--- config.mk ---
export PLATFORM = sky130hd
export DESIGN_NAME = mem_access_unit
export DESIGN_NICKNAME = d
export VERILOG_FILES = /design/src/rtl/mem_access_unit.sv
export SDC_FILE = /design/constraint.sdc
export NUM_CORES = 1
export LEC_CHECK = 0
export CAP_MARGIN = 10
export CORE_UTILIZATION = 40
export CTS_CLUSTER_SIZE = 12
export DETAILED_ROUTE_END_ITERATION = 7
export DONT_BUFFER_PORTS = 1
export GPL_TIMING_DRIVEN = 0
export PLACE_DENSITY_LB_ADDON = 0.25
export SYNTH_ARGS = -nofsm -noshare
export SYNTH_HDL_FRONTEND = slang
export SYNTH_SLANG_ARGS = --single-unit
--- constraint.sdc ---
create_clock -name clk -period 3.4 [get_ports clk]
set_input_delay 0.51 -clock clk [delete_from_list [all_inputs] [get_ports clk]]
set_output_delay 0.51 -clock clk [all_outputs]
set_load 0.05 [all_outputs]
--- src/rtl/mem_access_unit.sv ---
`default_nettype none
// mem_access_unit: single-outstanding CPU load/store sequencer with local lane select/extend.
// Optional MEM_ALIGN_CHECK_EN: flag misaligned W/H accesses and answer them without touching memory.
module mem_access_unit (
  input  logic        clk,
  input  logic        reset_n,
  input  logic        req_valid,
  input  logic        req_write,
  input  logic [31:0] req_addr,
  input  logic [2:0]  req_mt,
  input  logic [31:0] req_wdata,
  output logic        req_ready,
  output logic        resp_valid,
  output logic [31:0] resp_rdata,
  output logic        resp_misaligned,
  output logic [31:0] mem_address,
  output logic [31:0] mem_data_out,
  input  logic [31:0] mem_data_in,
  output logic        mem_ld,
  output logic        mem_wr,
  output logic [2:0]  mem_mt,
  input  logic        mem_busy
);

  localparam logic [2:0] MT_B  = 3'd1;
  localparam logic [2:0] MT_H  = 3'd2;
  localparam logic [2:0] MT_W  = 3'd3;
  localparam logic [2:0] MT_BU = 3'd5;
  localparam logic [2:0] MT_HU = 3'd6;

  typedef enum logic [2:0] {
    IDLE      = 3'd0,
    ISSUE     = 3'd1,
    WAIT_ACK  = 3'd2,
    WAIT_DONE = 3'd3,
    RESP      = 3'd4
  } state_t;

  state_t      state, state_nxt;
  logic        accept;
  logic        misaligned;
  logic [2:0]  mt_norm;
  logic [31:0] wdata_rep;
  logic [31:0] addr_r;
  logic [2:0]  acc_mt_r;
  logic        write_r;
  logic [31:0] wdata_r;
  logic [2:0]  mem_mt_r;
  logic [31:0] rdata_r;
  logic [7:0]  byte_sel;
  logic [15:0] half_sel;
  logic [31:0] load_ext;

  assign accept = (state == IDLE) && req_valid;

  always_comb begin
    mt_norm = MT_W;
    case (req_mt)
      MT_B, MT_H, MT_W, MT_BU, MT_HU: mt_norm = req_mt;
      default:                        mt_norm = MT_W;
    endcase
  end

  always_comb begin
    wdata_rep = req_wdata;
    case (mt_norm)
      MT_H, MT_HU: wdata_rep = {2{req_wdata[15:0]}};
      MT_B, MT_BU: wdata_rep = {4{req_wdata[7:0]}};
      default:     wdata_rep = req_wdata;
    endcase
  end

`ifdef MEM_ALIGN_CHECK_EN
  logic mis_r;

  always_comb begin
    misaligned = 1'b0;
    case (mt_norm)
      MT_W:        misaligned = |req_addr[1:0];
      MT_H, MT_HU: misaligned = req_addr[0];
      default:     misaligned = 1'b0;
    endcase
  end

  always_ff @(posedge clk or negedge reset_n) begin
    if (!reset_n)    mis_r <= 1'b0;
    else if (accept) mis_r <= misaligned;
  end

  assign resp_misaligned = mis_r;
`else
  assign misaligned      = 1'b0;
  assign resp_misaligned = 1'b0;
`endif

  always_ff @(posedge clk or negedge reset_n) begin
    if (!reset_n) state <= IDLE;
    else          state <= state_nxt;
  end

  // Strobes decode straight from state so an asynchronous reset drops them at once.
  always_comb begin
    state_nxt  = state;
    req_ready  = 1'b0;
    mem_ld     = 1'b0;
    mem_wr     = 1'b0;
    resp_valid = 1'b0;
    case (state)
      IDLE: begin
        req_ready = 1'b1;
        if (req_valid) state_nxt = misaligned ? RESP : ISSUE;
      end
      ISSUE: begin
        mem_ld    = 1'b1;
        mem_wr    = write_r;
        state_nxt = WAIT_ACK;
      end
      WAIT_ACK: begin
        mem_wr = write_r;
        if (mem_busy) state_nxt = WAIT_DONE;
      end
      WAIT_DONE: begin
        mem_wr = write_r;
        if (!mem_busy) state_nxt = RESP;
      end
      RESP: begin
        resp_valid = 1'b1;
        state_nxt  = IDLE;
      end
      default: state_nxt = IDLE;
    endcase
  end

  always_comb begin
    case (addr_r[1:0])
      2'd0:    byte_sel = mem_data_in[7:0];
      2'd1:    byte_sel = mem_data_in[15:8];
      2'd2:    byte_sel = mem_data_in[23:16];
      default: byte_sel = mem_data_in[31:24];
    endcase
    half_sel = addr_r[1] ? mem_data_in[31:16] : mem_data_in[15:0];
    case (acc_mt_r)
      MT_B:    load_ext = {{24{byte_sel[7]}}, byte_sel};
      MT_BU:   load_ext = {24'd0, byte_sel};
      MT_H:    load_ext = {{16{half_sel[15]}}, half_sel};
      MT_HU:   load_ext = {16'd0, half_sel};
      default: load_ext = mem_data_in;
    endcase
  end

  always_ff @(posedge clk or negedge reset_n) begin
    if (!reset_n) begin
      addr_r   <= 32'd0;
      acc_mt_r <= 3'd0;
      write_r  <= 1'b0;
      wdata_r  <= 32'd0;
      mem_mt_r <= 3'd0;
      rdata_r  <= 32'd0;
    end else begin
      if (accept) begin
        addr_r   <= req_addr;
        acc_mt_r <= mt_norm;
        write_r  <= req_write;
        wdata_r  <= wdata_rep;
        mem_mt_r <= req_write ? mt_norm : MT_W;
        if (misaligned) rdata_r <= 32'd0;
      end
      if (state == WAIT_DONE && !mem_busy) rdata_r <= write_r ? 32'd0 : load_ext;
    end
  end

  assign mem_address  = addr_r;
  assign mem_data_out = wdata_r;
  assign mem_mt       = mem_mt_r;
  assign resp_rdata   = rdata_r;

endmodule
`default_nettype wire

## Word-level counts from Yosys, hierarchy flattened

Cells that the tools add are included.

| storage, ports and cells | value |
|---|---|
| register bits after elaboration | 106 |
| bits in latches | 0 |
| bits in writable memories | 0 |
| memory bits (read-only) | 0 |
| input port bits | 104 |
| output and inout bits | 104 |
| word-level logic and storage cells | 54 |
| memories | 0 |

| operators by class | value |
|---|---|
| add/sub/neg operators | 0 |
| $mul | 0 |
| div/mod/pow operators | 0 |
| $lt $le $gt $ge | 0 |
| equality and inequality tests | 22 |
| shift operators | 0 |
| mux-type cells | 15 |
| bitwise gates (word level) | 0 |
| reductions and logical operators | 10 |

Operators with widths:

| cell | count |
|---|---|
| $pmux W32 S4 | 1 |
| $pmux W32 S2 | 1 |
| $mux W32 | 1 |
| $pmux W8 S3 | 1 |
| $eq A3 B3 Y1 const B | 7 |
| $eq A3 B2 Y1 const B | 6 |
| $mux W16 | 1 |
| $mux W3 | 5 |
| $eq A3 B1 Y1 const B | 4 |
| $pmux W3 S4 | 1 |
| $ne A2 B2 Y1 const B | 3 |
| $reduce_or A5 Y1 | 1 |
| $mux W1 | 4 |
| $reduce_or A2 Y1 | 2 |
| $logic_not A3 Y1 | 1 |
| $reduce_and A3 Y1 | 1 |
| $reduce_or A3 Y1 | 1 |
| $eq A2 B1 Y1 const B | 1 |
| $eq A2 B2 Y1 const B | 1 |
| $logic_and A1 B1 Y1 | 2 |
| $logic_not A2 Y1 | 1 |
| $logic_not A1 Y1 | 1 |

## Depth between registers and ports, before layout

Gate-level depths: netlist of run 1.

| logic depth | value |
|---|---|
| depth in word-level cells | 6 |
| depth in mapped cells | 7 |
| gate-level depth less buffers | 5 |

## Least setup slack after synthesis of run 1

OpenSTA, ideal clock, no wires.

| timing | value |
|---|---|
| path type | register -> output |
| start point | register write_r |
| end point | output port mem_wr |
| arrival | 1811 ps |
| required time | 2890 ps |
| slack | 1079 ps |
| cell stages (with the launch flop) | 3 |
| buffers on the path | 1 |
| path through | dfrtp_1 -> clkbuf_1 -> nor3b_1 |

| on the way | value |
|---|---|
| word-level cells in the longest chain between the ends | 1 |

Ends and longest elaborated chain:

| what | line | text |
|---|---|---|
| start: declaration | 46 | `logic write_r;` |
| start signal: assignment | 163 | `write_r <= req_write;` |
| $mux W1 | 108 | `case (state)` |
| end: declaration | 20 | `output logic mem_wr,` |

Every way passes these cells.

## Final worst setup path of run 1

Same ends and word-level chain as after synthesis.

==> results of run 1 <==
## cells by family (layout without fill, tap and decap cells)
kind of cell,after synthesis,after routing,share of synthesized area [%]
and+or+nand+nor,235,235,19.3
other,1,1,0.0737
DFF,106,106,52.1
adders and majority gates,2,2,0.492
muxes,10,10,2.26
AOI/OAI and AO/OA,118,118,19.3
buffers and inverters,73,90,6.39
## critical path: cells and delay by family, from the launching register on
family	cells	cell delay [ns]
buf+inv	1	0.40
flops	1	0.39
simple gates	1	0.80
## final cells by class
| cell class | instances | area share [%] |
|---|---|---|
| buffer | 44 | 3.85 |
| clock buffer | 10 | 4.25 |
| clock inverter | 6 | 0.889 |
| inverter | 29 | 1.93 |
| multi-input combinational | 366 | 37.7 |
| sequential | 106 | 47.1 |
| tap | 168 | 3.73 |
| timing repair buffer | 1 | 0.489 |
## routing by layer
| metal | up-vias | GRT usage, % |
|---|---|---|
| met5 | - | 0 |
| met4 | 0 | 6.41 |
| met3 | 11 | 9.23 |
| met2 | 201 | 36.2 |
| met1 | 1958 | 25.4 |
| li1 | 1890 | - |
## path summary, 6_finish.rpt
kind | end | slack, ns | depth (start not counted)
max reg2reg | resp_rdata[21] | 1.10 | 5
min reg2reg | acc_mt_r[2] | 0.59 | 2
min in group clk | mem_mt[0] | 0.26 | 1
min | mem_data_out[4] | 0.09 | 1
max in group asynchronous | mem_data_out[1] | 2.87 | 1
max | mem_wr | 0.95 | 2
## registers in the layout, summed over array words and instances (netlist names)
register,count
mem_address,32
resp_rdata,32
mem_mt,3
state,3
mem_data_out,32
write_r,1
acc_mt_r,3
## cells in the final DEF (no fill, tap or decap), types with 2 or more instances in the layout
cell type / n
nand2b_1: 3
o32ai_1: 8
buf_4: 2
inv_1: 29
buf_2: 11
o221ai_2: 10
mux2_2: 2
nor2_1: 47
o21ai_0: 5
clkbuf_1: 22
a211oi_1: 7
o221ai_1: 7
nand3b_1: 2
ha_1: 2
or3_1: 2
o41ai_1: 8
a21oi_1: 17
buf_6: 4
mux2i_1: 7
clkinv_4: 3
o21a_1: 8
a22oi_1: 9
nor3b_2: 2
a32o_1: 7
a31oi_1: 2
a221oi_1: 7
nand2_1: 166
dfrtp_1: 106
buf_1: 5
clkbuf_16: 9
o211ai_1: 15
nor2b_1: 4
## per-stage QoR
stage	utilization, %	power [mW]	setup slack, ns	instances
floorplan	-	5.62	1.08	545
global placement	43.4	6.07	0.798	713
detailed placement	43.5	6.16	1.10	713
CTS	46.1	7.20	0.927	730
global route	46.1	7.53	0.862	730
finish	46.1	7.15	0.955	730
## report_power, final
| group | leakage, nW | total [mW] | internal (mW) | switching [mW] |
|---|---|---|---|---|
| registers | 1.30 | 4.29 | 1.82 | 2.47 |
| logic | 1.15 | 1.86 | 0.698 | 1.16 |
| clock network | 0.141 | 1.01 | 0.525 | 0.480 |
==> metrics.txt, run 1 <==
initial core utilization=41.7%; die area=0.0132 sq mm; Hold Violations, Final=0; number of global-route vias before repair=4227; Critical Path RT=2.89 ns; RR Startpoint=mem_address[1]; Sink Count=between 100 and 150; setup bufs post-CTS=0; fin area=approximately 0.0056 sq mm; ys flop type=dfrtp_1; Async SR Flop Fraction=100%; post-synthesis sequential area ratio=between 50% and 60%; top-level I/O count=about 210; GRT Overall Usage=between 20% and 30%; CTS Root Cell=clkbuf_16; Seq. cell area=about 0.0027 sq mm; 1st-iter DRT viols=between 150 and 200; final layout net count=around 660; Placed Area=0.00531 sq mm; share of layout cells above drive strength 1=between 10% and 20%; Hold Path Class=input pin to asynchronous set/reset pin; FF+latch count, synth=106; Clock Tree Buf Depth=2; drt pass-1 iters=4; Placer Congestion=~0.81; Synth top cells by count=nand2_1 (166), dfrtp_1 (106), nor2_1 (47), inv_1 (29), clkbuf_1 (22); first-pass GRT wire length=21900 microns; Overflow after GRT=0; ranking of synthesized cells by area=dfrtp_1 (52%), nand2_1 (12%), nor2_1 (3.5%); wirelength, routed=14100 microns; multi-input logic area=around 0.0021 sq mm; post-synth top area share=52.1%; CTS Buf Count=9; Cell Area, Synth=0.00509 sq mm; vias per cell=~5.6; max-cap viol count=0; Slew HR=a little over a third; Worst Setup Start Kind=flop; DIE WIDTH=between 100 and 150 microns; Slowest-stage cell, CP=nor3b_2; Max Used Layer=met4; RSZ-0062 raised after global routing=false; drc violations=0; Final setup viols=0; Mapped Avg Cell Area=between 9 and 10 sq um; Syn Inst Count=545; Skew-Pair Late Insertion Delay=around 0.34 ns; met3 WL=around 1700 microns; CP startpoint=write_r; Distinct cells, synth=47; IO Port Bufs=0; Hold Slack=0.0851 ns; Die H=about 110 microns; crit path cell chain=clkbuf_1 > nor3b_2; wl on met1=around 5500 microns; final period demand of the worst path=around 2.4 ns; status=completed; # diodes=0; Std-Cell Rows=40; via count=4060; met2 wire len=~6800 microns; Gates resized, CTS repair=0; Tcrit/Tclk final=71.9%; total negative slack=0 ns; Worst path max stage delay=roughly 0.8 ns; post-synth top area cell=dfrtp_1; Pleak=between 2 and 3 nW; pins over their slew limit=0; f_max=0.409 GHz; net count after synthesis=about 650; total core area=0.0122 sq mm; initial antenna violation count=0; H-tree depth=3; crit path kind=flop to output port; most common cell in the netlist=nand2_1; HPWL after DPL=between 10000 and 15000 microns; hold buffer count at cts=1; Slew @ Worst Pin=roughly 0.95 ns; Synth Warn #=0; number of synthesized flops with an enable pin=0; Critical Path End Type=output port; Crit Path Max Fanout=10; wire length per cell=between 15 and 20 microns; maximum VDD drop=0.558 mV; pwr dens=roughly 1300 mW/mm^2; largest net degree at the start of global routing=around 110; Worst-path clk slew=0.08 ns; worst path arrival time=between 1.5 and 2 ns; CTS tree=built; Final ANT Viol Nets=0; Fill cells=between 1000 and 1500; Post-Route Skew=0.00708 ns; Area Overhead vs Synth=10.6%
(Power assumes the default switching activity.)
==> run 2, diff against run 1 <==
--- a/config.mk
+++ b/config.mk
@@ -5,6 +5,7 @@
 export SDC_FILE = /design/constraint.sdc
 export NUM_CORES = 1
 export LEC_CHECK = 0
+export ABC_AREA = 1
 export CAP_MARGIN = 10
 export CORE_UTILIZATION = 40
 export CTS_CLUSTER_SIZE = 12
==> constraint.sdc (replaced) <==
create_clock -name clk -period 2.2 [get_ports clk]
set_input_delay 0.33 -clock clk [delete_from_list [all_inputs] [get_ports clk]]
set_output_delay 0.33 -clock clk [all_outputs]
set_load 0.05 [all_outputs]
==> run 2 against run 1 <==
  * The run now ends with hold timing left
  * Non-clock buffer count decreased by 5
  * Setup slack worse by 0.81 ns
  * Clock power is 54% higher
  * Hold slack got worse by 0.41 ns
==> metrics.txt, run 2 <==
vias per cell=roughly 5.2; max-cap viol count=0; most common cell after layout, fill and taps aside=nand2_1; Post-Route Skew=0.00893 ns; initial antenna violation count=0; Std-Cell Rows=41; top-level I/O count=approximately 210; failing checks=hold timing; first-pass GRT wire length=~24000 microns; Critical Path End Type=output port; via count=about 4700; Synth top cells by count=nand2_1 (316), dfrtp_1 (106), inv_1 (58), a21oi_1 (40), nand3_1 (32); pins over their slew limit=0; Flop pwr share=around 57%; post-synth top area cell=dfrtp_1; Critical Path RT=~1.9 ns; share of layout cells above drive strength 1=8.77%; CTS tree=built; worst path arrival time=between 1.5 and 2 ns; die area=0.0139 sq mm; Crit path max-delay family=compound AO/OA/AOI/OAI gates; FF+latch count, synth=around 110; Hold Slack=-0.325 ns; Reg2Reg Capture Point=resp_rdata[21]; critical path buffer and inverter count=1; crit path kind=flop to output port; worst reg2reg path depth=10; drc violations=0; initial core utilization=between 40% and 50%; Mapped Avg Cell Area=7.52 sq um; Final Util=between 40 and 50%; CTS Buf Count=9; Slew @ Worst Pin=slightly below 0.9 ns; Tcrit/Tclk final=93.4%; GRT Overall Usage=approximately 22%; total negative slack=0 ns; Worst-path clk slew=around 0.070 ns; final layout net count=slightly above 800; Logic pwr share=roughly 30%; Die H=118 microns; Post-Place Setup Slack=0.248 ns; Pleak=just over 3 nW; most common cell in the netlist=nand2_1; wire length per cell=around 17 microns; Distinct cells, synth=28; wirelength, routed=15000 microns; CTS Root Cell=clkbuf_16; Sink Count=106; RSZ-0062 raised after global routing=false; number of global-route vias before repair=4708; Final ANT Viol Nets=0; NetSw=between 6 and 7 mW; setup bufs post-CTS=0; RR Startpoint=mem_address[1]; number of synthesized flops with an enable pin=0; Crit Path Max Fanout=4; PnR worst setup slack=between 0.1 and 0.15 ns; DIE WIDTH=around 120 microns; Placed Area=0.00559 sq mm; f_max=slightly below 0.5 GHz; Hold Violations, Final=around 110; post-synth top area share=between 40% and 50%; IO Port Bufs=0; ranking of synthesized cells by area=dfrtp_1 (49%), nand2_1 (22%), inv_1 (4.1%); most frequent cells in the layout=nand2_1 (316), dfrtp_1 (106), inv_1 (58), a21oi_1 (39), nand3_1 (32); Sw Ratio=57.6%; maximum VDD drop=~0.91 mV; Skew-Pair Late Insertion Delay=between 0.3 and 0.4 ns; clock share of power=between 10% and 20%; Cell Area, Synth=~0.0054 sq mm; Overflow after GRT=0; 1st-iter DRT viols=295; HPWL after DPL=11400 microns; H-tree depth=3; # diodes=0; Non-Filler Instances=902; Clock Tree Buf Depth=2; register-to-register setup slack=roughly 0.28 ns; Fill cells=around 1300; Pint=~4.7 mW; post-placement cell count=886; Hold Path Class=input pin to asynchronous set/reset pin; Final setup viols=0; Placer Congestion=slightly above 0.9; post-synthesis sequential area ratio=49.4%; Async SR Flop Fraction=100%; pwr dens=about 1900 mW/mm^2; largest net degree at the start of global routing=between 100 and 150; net count after synthesis=a little over 800; Worst Setup Start Kind=flop; final period demand of the worst path=slightly above 2 ns; Synth Warn #=0; Area Overhead vs Synth=9.58%; Slew HR=about two fifths; Syn Inst Count=713; total core area=0.0128 sq mm; ys flop type=dfrtp_1; crit path cell chain=nor2_2 > nand2_1 > o21ai_0 > inv_1 > a21oi_2; Worst path max stage delay=0.51 ns; Slowest-stage cell, CP=a21oi_2; fin area=just under 0.006 sq mm; status=complete, but fails checks; drt pass-1 iters=5
## run 2: logic make-up (layout without fill, tap and decap cells)
kind of cell	after synthesis	count (layout)	share of synthesized area, %
buf+inv	101	118	8.49
other cells	1	1	0.0699
flops	106	106	49.4
fa+ha+maj	2	2	0.466
simple gates	410	410	31.7
compound gates	93	93	9.86
## run 2: power groups by stage
stage	Combinational, mW	Sequential (mW)	Clock (mW)
after global placement	3.12	6.34	0
after floorplan	2.60	6.10	0
after detailed placement	3.24	6.35	0
after global routing	3.71	6.40	1.69
after CTS	3.26	6.32	1.60
final	3.25	6.30	1.56
## run 2: per-layer routing
| metal | up-vias | global-route usage (%) | part of all wire, % |
|---|---|---|---|
| li1 | 2258 | - | - |
| met1 | 2264 | 26.0 | 39 |
| met2 | 193 | 36.8 | 50 |
| met3 | 10 | 8.77 | 10 |
| met4 | 0 | 6.65 | 0.94 |
| met5 | - | 0 | 0 |
## run 2: through the flow
stage | power (mW) | hold slack (ns)
finish | 11.1 | -0.325
global route | 11.8 | -0.348
CTS | 11.2 | -0.343
detailed placement | 9.59 | 0.0364
global placement | 9.46 | 0.0367
floorplan | 8.70 | 0.0344
## run 2: worst max path at each step
| stage | cells after the start | start | slack (ns) | end |
|---|---|---|---|---|
| after global placement | 5 | state[0] | 0.29 | mem_wr |
| after floorplan | 5 | state[0] | 0.35 | mem_wr |
| after global routing | 5 | state[0] | 0.03 | mem_wr |
| final | 5 | state[0] | 0.14 | mem_wr |
| after CTS | 5 | state[0] | 0.13 | mem_wr |
| after detailed placement | 5 | state[0] | 0.25 | mem_wr |
## run 2: layout make-up
type                    count  area [sq um]  share of cell area (%)
flip-flops and latches    106          2650                    45.1
clock buffers              10           239                    4.06
clock inverters             6          48.8                   0.830
repair buffers              1          7.51                   0.128
inverters                  62           238                    4.04
well taps                 172           215                    3.66
plain buffers              39           218                    3.70
multi-input cells         506          2260                    38.5
## run 2: timing repair
| action | CTS | global route |
|---|---|---|
| endpoints found under the hold margin | 106 | 106 |
| gates resized for setup | 1 | 0 |
| setup endpoints to repair | 1 | 0 |
